===== src/rtl/bottom_linear_pipe.sv =====
// Multi-lane pipelined forward bottom linear transform of the depth-16 AES S-box:
// each lane maps M45..M62 through the L0-L29 XOR network to one S byte.
module bottom_linear_pipe #(
    parameter int LANES  = 4,
    parameter int STAGES = 2,
    parameter int CNT_W  = 16
) (
    input  logic                 clk,
    input  logic                 reset_n,
    input  logic                 in_valid,
    output logic                 in_ready,
    input  logic [63*LANES-1:0]  in_m,
    input  logic                 in_const_en,
    output logic                 out_valid,
    input  logic                 out_ready,
    output logic [8*LANES-1:0]   out_s,
    output logic [CNT_W-1:0]     beat_cnt
);

    // h[k] carries M(45+k); M0..M44 are not part of the bottom transform.
    function automatic logic [29:0] lin_terms(input logic [17:0] h);
        logic [29:0] l;
        l[0]  = h[15] ^ h[16];
        l[1]  = h[4]  ^ h[10];
        l[2]  = h[0]  ^ h[2];
        l[3]  = h[1]  ^ h[9];
        l[4]  = h[8]  ^ h[12];
        l[5]  = h[3]  ^ h[15];
        l[6]  = h[16] ^ l[5];
        l[7]  = h[0]  ^ l[3];
        l[8]  = h[5]  ^ h[13];
        l[9]  = h[6]  ^ h[7];
        l[10] = h[7]  ^ l[4];
        l[11] = h[14] ^ l[2];
        l[12] = h[2]  ^ h[5];
        l[13] = h[4]  ^ l[0];
        l[14] = h[6]  ^ h[15];
        l[15] = h[9]  ^ l[1];
        l[16] = h[10] ^ l[0];
        l[17] = h[11] ^ l[1];
        l[18] = h[12] ^ l[8];
        l[19] = h[17] ^ l[4];
        l[20] = l[0]  ^ l[1];
        l[21] = l[1]  ^ l[7];
        l[22] = l[3]  ^ l[12];
        l[23] = l[18] ^ l[2];
        l[24] = l[15] ^ l[9];
        l[25] = l[6]  ^ l[10];
        l[26] = l[7]  ^ l[9];
        l[27] = l[8]  ^ l[10];
        l[28] = l[11] ^ l[14];
        l[29] = l[11] ^ l[17];
        return l;
    endfunction

    // The XNOR outputs (bits 6,5,1,0) are expressed as XOR plus the 8'h63 constant.
    function automatic logic [7:0] s_byte(input logic [29:0] l, input logic c);
        logic [7:0] s;
        s[7] = l[6]  ^ l[24];
        s[6] = l[16] ^ l[26];
        s[5] = l[19] ^ l[28];
        s[4] = l[6]  ^ l[21];
        s[3] = l[20] ^ l[22];
        s[2] = l[25] ^ l[29];
        s[1] = l[13] ^ l[27];
        s[0] = l[6]  ^ l[23];
        return s ^ (c ? 8'h63 : 8'h00);
    endfunction

    // Handshake: a beat moves when valid & ready are both high at the rising edge;
    // a stage may load when it is empty or its current beat moves on in the same edge.
    logic                 v_out;
    logic                 load_out;
    logic                 src_valid;
    logic [8*LANES-1:0]   s_next;
    logic                 unused_m;

    assign load_out = ~v_out | out_ready;

    always_comb begin
        unused_m = 1'b0;
        for (int i = 0; i < LANES; i++) begin
            unused_m = unused_m ^ (^in_m[63*i +: 45]);
        end
    end

    if (STAGES == 2) begin : g_two
        logic        v_l;
        logic        c_l;
        logic [29:0] l_q [LANES];

        assign in_ready  = ~v_l | load_out;
        assign src_valid = v_l;

        always_ff @(posedge clk or negedge reset_n) begin
            if (!reset_n) begin
                v_l <= 1'b0;
                c_l <= 1'b0;
                for (int i = 0; i < LANES; i++) l_q[i] <= '0;
            end else if (in_ready) begin
                v_l <= in_valid;
                if (in_valid) begin
                    c_l <= in_const_en;
                    for (int i = 0; i < LANES; i++) l_q[i] <= lin_terms(in_m[63*i+45 +: 18]);
                end
            end
        end

        always_comb begin
            s_next = '0;
            for (int i = 0; i < LANES; i++) s_next[8*i +: 8] = s_byte(l_q[i], c_l);
        end
    end else begin : g_one
        assign in_ready  = load_out;
        assign src_valid = in_valid;

        always_comb begin
            s_next = '0;
            for (int i = 0; i < LANES; i++) begin
                s_next[8*i +: 8] = s_byte(lin_terms(in_m[63*i+45 +: 18]), in_const_en);
            end
        end
    end

    always_ff @(posedge clk or negedge reset_n) begin
        if (!reset_n) begin
            v_out <= 1'b0;
            out_s <= '0;
        end else if (load_out) begin
            v_out <= src_valid;
            if (src_valid) out_s <= s_next;
        end
    end

    always_ff @(posedge clk or negedge reset_n) begin
        if (!reset_n) beat_cnt <= '0;
        else if (v_out && out_ready) beat_cnt <= beat_cnt + CNT_W'(1);
    end

    assign out_valid = v_out;

endmodule


===== config.mk =====
export PLATFORM = sky130hd
export DESIGN_NAME = bottom_linear_pipe
export DESIGN_NICKNAME = d
export VERILOG_FILES = /design/src/rtl/bottom_linear_pipe.sv
export SDC_FILE = /design/constraint.sdc
export NUM_CORES = 1
export LEC_CHECK = 0
export CORE_MARGIN = 4
export CORE_UTILIZATION = 35
export DETAILED_ROUTE_END_ITERATION = 10
export MAX_ROUTING_LAYER = met4
export PLACE_DENSITY_LB_ADDON = 0.05
export SLEW_MARGIN = 20
export SYNTH_ARGS = -nofsm -noshare
export SYNTH_HDL_FRONTEND = slang
export SYNTH_SLANG_ARGS = --single-unit

===== constraint.sdc =====
create_clock -name clk -period 4.5 [get_ports clk]
set_clock_uncertainty 0.2 [all_clocks]
set_input_delay 0.9 -clock clk [delete_from_list [all_inputs] [get_ports clk]]
set_output_delay 0.9 -clock clk [all_outputs]
set_load 0.01 [all_outputs]

==> reports/metrics.cfg, run 1 <==
[final_layout]
n_antenna_cell = 0
n_fill_cell = 1482
final_nets = 885
syn_to_final_growth_pct = 32.5
layout-drive-gt1-share_pct = 7.92
fin_util_pct = 47.5

[floorplan]
die_h_um = 133
start_util_pct = 35.9
die-area_sq_mm = 0.0178
die-width_um = 133
row_count = 45
ioPinCount = 307
coreArea_sq_mm = 0.0153

[yosys]
synthTopCellsByArea = dfrtp_1, xnor2_1, xor2_1, o21ai_0, nand2_1
syn_inst = 505
yosys_warnings = 0
synthesis.nets = 763
yosys_register_bits = 107
yosysSeqAreaShare_pct = 48.7
synth_edf_count = 0
synth_area_leader_cell = dfrtp_1
ys_types = 29
synthFlopType = dfrtp_1
yosysMostFrequentCell = xnor2_1
syn_area_sq_mm = 0.00550
synth_common_cells = xnor2_1, dfrtp_1, nand2_1
synth_top_area_share_pct = 48.7
syn_area_per_cell_sq_um = 10.9
async_flop_share_pct = 100

[timing]
hold_viol = 0
fin_crit_ns = 3.31
fmax_ghz = 0.302
worst_pin_slew_ns = 0.887
setup_viol = 0
final_max_slew_viol_count = 0
rsz0062_at_grt = no
tns_ns = 0
period_share_pct = 73.6
relSlewSlack_pct = 40.7

[route]
drc = 0
dr.pass1.iters = 4
wirelength_um = 11500
viasPerCell = 4.30
wl_per_cell_um = 13.6
vias = 3619
drtIter0Drc = 99
ant_nets = 0

[worst_setup_path]
cp_max_fo = 5
worstSetupEndpointType = output port
worstReg2RegStart = out_valid
required_ns = 3.40
r2r_slack_ns = 2.37
startpoint = out_ready
crit_top_cell = clkdlybuf4s50_1
startpoint_type = primary input
crit_chain = clkdlybuf4s50_1 -> nand3b_1 -> clkdlybuf4s50_1
cp_slowest_cell = clkdlybuf4s50_1
cpPeakStageDelay_ns = 0.57
arrival_ns = 2.21
worst-setup-path-type = primary input to output port

[pwr]
power_density_mw_per_mm2 = 480
vdd.ir_drop.worst_mv = 0.220
p_leak_uw = 0.00300

[placed_design]
portBuffers = 126
gp_congestion = 0.810
dp_hpwl_um = 8690

[global_routing]
grt_use_total_pct = 14.0
grt_max_degree = 61
antenna_found_initial = 0
grt_first_pass_wirelength_um = 19100
grt_pass1_vias = 3705
overflow = 0

[job]
max_cap_viol_count = 0

[cts]
cts-root-buf = clkbuf_16
clkLatencyLatePin_ns = 0.34
ctsLongestPathBuffers = 2
cts_num_sinks = 107
clkSlewWorstSetupHoldPaths_ns = 0.07
holdBufCountCts = 0
cts_setup_buffers = 0
numCtsBuffers = 9
cts_tree = built
cts_resized = 0
htreeDepth = 3

[worst_hold_path]
min-delay-start = beat_cnt[15]
hp-class = flip-flop to flip-flop

[run_status]
outcome = finished clean

-- metal layers --
layer  share of wire [%]  GRT usage [%]
met1                  49           19.3
met2                  42           19.9
met3                 6.8           3.66
met4                 1.6           4.80
met5                   0              -
-- critical path, delay by kind of cell --
family	cells	cell delay, ns
buffers and inverters	2	1.10
and+or+nand+nor	1	0.21
-- final cells by class --
type | instances | area, sq um | share of cell area (%)
clock buffers | 11 | 233 | 3.20
clock inverters | 4 | 76.3 | 1.05
inverters | 2 | 7.51 | 0.103
multi-input cells | 377 | 2720 | 37.4
flip-flops and latches | 107 | 2680 | 36.8
well taps | 211 | 264 | 3.63
repair buffers | 130 | 1300 | 17.9
-- through the flow --
stage	hold slack (ns)	instance area, sq um	cells	total power, uW	setup slack (ns)
6_report	0.273	7280	842	3500	1.19
5_1_grt	0.311	7280	842	3750	1.12
4_1_cts	0.277	7280	842	3560	1.18
3_5_place_dp	0.264	6970	827	2720	1.19
3_3_place_gp	0.263	6970	827	2700	1.18
2_1_floorplan	0.257	5500	505	2130	2.27
-- final timing paths --
path	cells past startpoint	to
hold reg to reg	1	beat_cnt[15]
setup reg to reg	4	g_two.l_q[46]
setup / recovery	3	in_ready
min in group asynchronous	1	beat_cnt[15]
max in group asynchronous	2	g_two.c_l
hold / removal	1	beat_cnt[15]
-- flip-flops by register name, summed over array words and instances, names as in the netlist --
register	cells
beat_cnt	16
g_two.c_l	1
g_two.v_l	1
out_valid	1
g_two.l_q	56
out_s	32
-- cell families (layout without fill, tap and decap cells) --
logic type | Yosys count | in the layout | share of synthesized area (%)
xor+xnor | 179 | 179 | 30.2
simple gates | 107 | 107 | 8.60
flops | 107 | 107 | 48.7
fa+ha+maj | 1 | 1 | 0.228
compound gates | 77 | 77 | 7.01
buf+inv | 21 | 147 | 1.94
mux | 13 | 13 | 3.35
-- power by group --
group	switching, uW	internal, uW
logic	507	691
registers	224	1250
clock network	341	486
-- cells in the final DEF, fill, tap and decap left out --
master / netlist / layout
o21ai_1: 12 / 12
nor4_2: 1 / 1
nand4_1: 2 / 2
bufinv_16: 0 / 2
nand2_2: 1 / 1
clkbuf_1: 7 / 2
o21ai_0: 65 / 65
clkdlybuf4s50_1: 0 / 125
clkbuf_16: 0 / 9
buf_12: 0 / 1
nand2_1: 84 / 83
nand2_4: 0 / 1
nand3b_1: 1 / 1
nand2b_1: 3 / 3
clkinv_4: 0 / 1
buf_4: 0 / 4
nor4_4: 1 / 1
dfrtp_1: 107 / 106
dfrtp_2: 0 / 1
xnor2_1: 113 / 113
nand3_1: 4 / 4
ha_1: 1 / 1
clkinvlp_4: 0 / 1
xor2_1: 54 / 54
inv_1: 2 / 2
xnor2_2: 7 / 7
mux2_2: 3 / 3
nor2_1: 4 / 4
nor3_1: 1 / 1
nand3_2: 1 / 1
or2_1: 1 / 1
xor2_2: 5 / 5
and3_1: 2 / 2
mux2_4: 10 / 10
nor3_2: 1 / 1
(Power assumes the default switching activity.)
==> run 2, diff against run 1 <==
==> constraint.sdc (replaced) <==
create_clock -name clk -period 3.4 [get_ports clk]
set_clock_uncertainty 0.2 [all_clocks]
set_input_delay 0.68 -clock clk [delete_from_list [all_inputs] [get_ports clk]]
set_output_delay 0.68 -clock clk [all_outputs]
set_load 0.01 [all_outputs]
==> run 2 against run 1 <==
- utilization rose by 0.66 points
- setup slack got worse by 0.70 ns
- register-to-register slack got worse by 0.85 ns
- sequential power rose by 33%
- critical path depth did not move
- sequential share of layout area fell by 0.52 points
- design area rose by 1.4%
- first-iteration DRC count rose by 83%
- highest routed layer unchanged
==> reports/metrics.cfg, run 2 (same netlist as run 1, synthesis figures left out) <==
[timing]
worst_slack_ns = 0.490  ; -0.699 ns
worst_pin_slew_ns = 1.04  ; +0.157 ns
final_max_slew_viol_count = 0  ; unchanged
tns_ns = 0  ; unchanged
period_share_pct = 85.6
hold_viol = 0  ; unchanged
fmax_ghz = 0.344
fin_crit_ns = 2.91
rsz0062_at_grt = no
relSlewSlack_pct = 30.4  ; -10 points
setup_viol = 0  ; unchanged

[worst_setup_path]
arrival_ns = 2.03  ; -0.18 ns
crit_chain = clkdlybuf4s50_1 -> nand3b_1 -> clkdlybuf4s50_1
cpPeakStageDelay_ns = 0.58  ; about the same
startpoint_type = primary input
cp_max_fo = 5  ; unchanged
cp_slowest_cell = clkdlybuf4s50_1
cp.buffers_inverters = 2  ; unchanged
crit_top_cell = clkdlybuf4s50_1
worstSetupEndpointType = output port
worst-setup-path-type = primary input to output port
required_ns = 2.52  ; -0.88 ns
critical-path-top-delay-family = buffers and inverters

[route]
viasPerCell = 4.33  ; +0.66%
vias = 3669  ; +1.4%
drtIter0Drc = 181  ; +83%
dr.pass1.iters = 4  ; unchanged
wirelength_um = 11700  ; +2.0%
ant_nets = 0  ; unchanged
wl_per_cell_um = 13.8  ; +1.3%
drc = 0  ; unchanged

[floorplan]
coreArea_sq_mm = 0.0153  ; unchanged
die_h_um = 133  ; unchanged
start_util_pct = 35.9  ; unchanged
row_count = 45  ; unchanged
die-area_sq_mm = 0.0178  ; unchanged
die-width_um = 133  ; unchanged
ioPinCount = 307  ; unchanged

[cts]
clkLatencyLatePin_ns = 0.34  ; about the same
cts_num_sinks = 107  ; unchanged
cts_setup_buffers = 0  ; unchanged
ctsLongestPathBuffers = 2  ; unchanged
clkSlewWorstSetupHoldPaths_ns = 0.07  ; about the same
htreeDepth = 3  ; unchanged
cts_resized = 0  ; unchanged
cts_tree = built
numCtsBuffers = 9  ; unchanged
cts-root-buf = clkbuf_16
holdBufCountCts = 0  ; unchanged

[global_routing]
grt_first_pass_wirelength_um = 19100  ; +0.22%
antenna_found_initial = 0  ; unchanged
grt_pass1_vias = 3735  ; +0.81%
overflow = 0  ; unchanged
grt_max_degree = 59  ; -3.3%
grt_use_total_pct = 14.0  ; +0.043 points

[pwr]
p_leak_uw = 0.00306  ; +2.1%
vdd.ir_drop.worst_mv = 0.278  ; +26%
power_switching_share_pct = 29.9  ; -0.78 points
power_density_mw_per_mm2 = 648  ; +35%
power_switching_uw = 1430  ; +33%
p_comb_share_pct = 33.5  ; -0.8 points
clkPwrFrac_pct = 25.8  ; +2.2 points
power.internal_uw = 3350  ; +38%
power_frac_seq_pct = 40.7  ; -1.4 points

[run_status]
outcome = finished clean

[placed_design]
gp_congestion = 0.813  ; +0.33%
dp_hpwl_um = 8950  ; +3.1%
portBuffers = 126  ; unchanged
dp_slack_ns = 0.502  ; -0.686 ns

[job]
max_cap_viol_count = 0  ; unchanged

[final_layout]
n_antenna_cell = 0  ; unchanged
final_nets = 890  ; +0.56%
syn_to_final_growth_pct = 34.3
layout-drive-gt1-share_pct = 8.95  ; +1.0 points
largest_register_ffs = 56  ; unchanged
mostFrequentLayoutCells = clkdlybuf4s50_1, xnor2_1, dfrtp_1, nand2_1, o21ai_0
final_common_cell = clkdlybuf4s50_1
regMostFlops = g_two.l_q
largestRegisters = g_two.l_q: 56 flops, out_s: 32 flops, beat_cnt: 16 flops
n_fill_cell = 1474  ; -0.54%

[worst_hold_path]
hp-class = primary input to async pin

run 2: changes by cell type in the layout (fill, tap and decap cells not counted):
cell	previous run	this run
buf_4	4	8
clkbuf_8	0	3
clkbuf_1	2	0
buf_12	1	2
bufinv_16	2	3
clkinv_2	0	1
clkinv_4	1	0
clkinvlp_4	1	0
dfrtp_1	106	107
dfrtp_2	1	0
run 2: cell type report:
| class | count | area (sq um) | share of cell area [%] |
|---|---|---|---|
| Inverter | 2 | 7.51 | 0.102 |
| Timing Repair Buffer | 135 | 1350 | 18.3 |
| Multi-Input combinational cell | 377 | 2720 | 36.8 |
| Tap cell | 211 | 264 | 3.58 |
| Clock buffer | 12 | 267 | 3.61 |
| Sequential cell | 107 | 2680 | 36.3 |
| Clock inverter | 4 | 95.1 | 1.29 |
run 2: layer usage:
metal / routed length [um] / up-vias / share of wire, % / GRT usage (%)
li1: - / 1871 / - / -
met1: 5910 / 1688 / 51 / 19.6
met2: 4920 / 99 / 42 / 19.8
met3: 717 / 11 / 6.1 / 3.51
met4: 146 / 0 / 1.2 / 4.80
met5: 0 / - / 0 / -
run 2: final timing paths:
kind,from,endpoint,slack (ns),cells after the start
min in group clk,out_s[29],out_s[29],0.28,2
worst min-delay path,reset_n,beat_cnt[15],0.19,1
worst max-delay path,out_ready,in_ready,0.49,3
worst max register to register,out_valid,g_two.l_q[46],1.52,4
max in group asynchronous,reset_n,beat_cnt[1],2.05,2
worst min register to register,out_s[29],out_s[29],0.28,2
run 2: power by group through the flow:
stage	combinational, uW	clock, uW	sequential [uW]
finish	1600	1230	1950
global route	1780	1330	2000
CTS	1640	1280	1960
detailed placement	1640	0	1980
global placement	1620	0	1970
floorplan	817	0	2000
run 2: worst reg2reg max path, stage by stage, from the launching register on:
cell and delay, ns:
dfrtp_1 0.42, nand3b_1 0.20, nand2_4 0.37, buf_4 0.28, mux2_4 0.31
run 2: stage by stage:
step	area (sq um)	instances	utilization, %	power [uW]	hold WS (ns)
2_1_floorplan	5500	505	-	2820	0.184
4_1_cts	7380	848	48.2	4880	0.232
3_3_place_gp	7020	832	45.8	3590	0.262
6_report	7380	848	48.2	4780	0.192
5_1_grt	7380	848	48.2	5120	0.272
3_5_place_dp	7020	832	45.8	3610	0.269
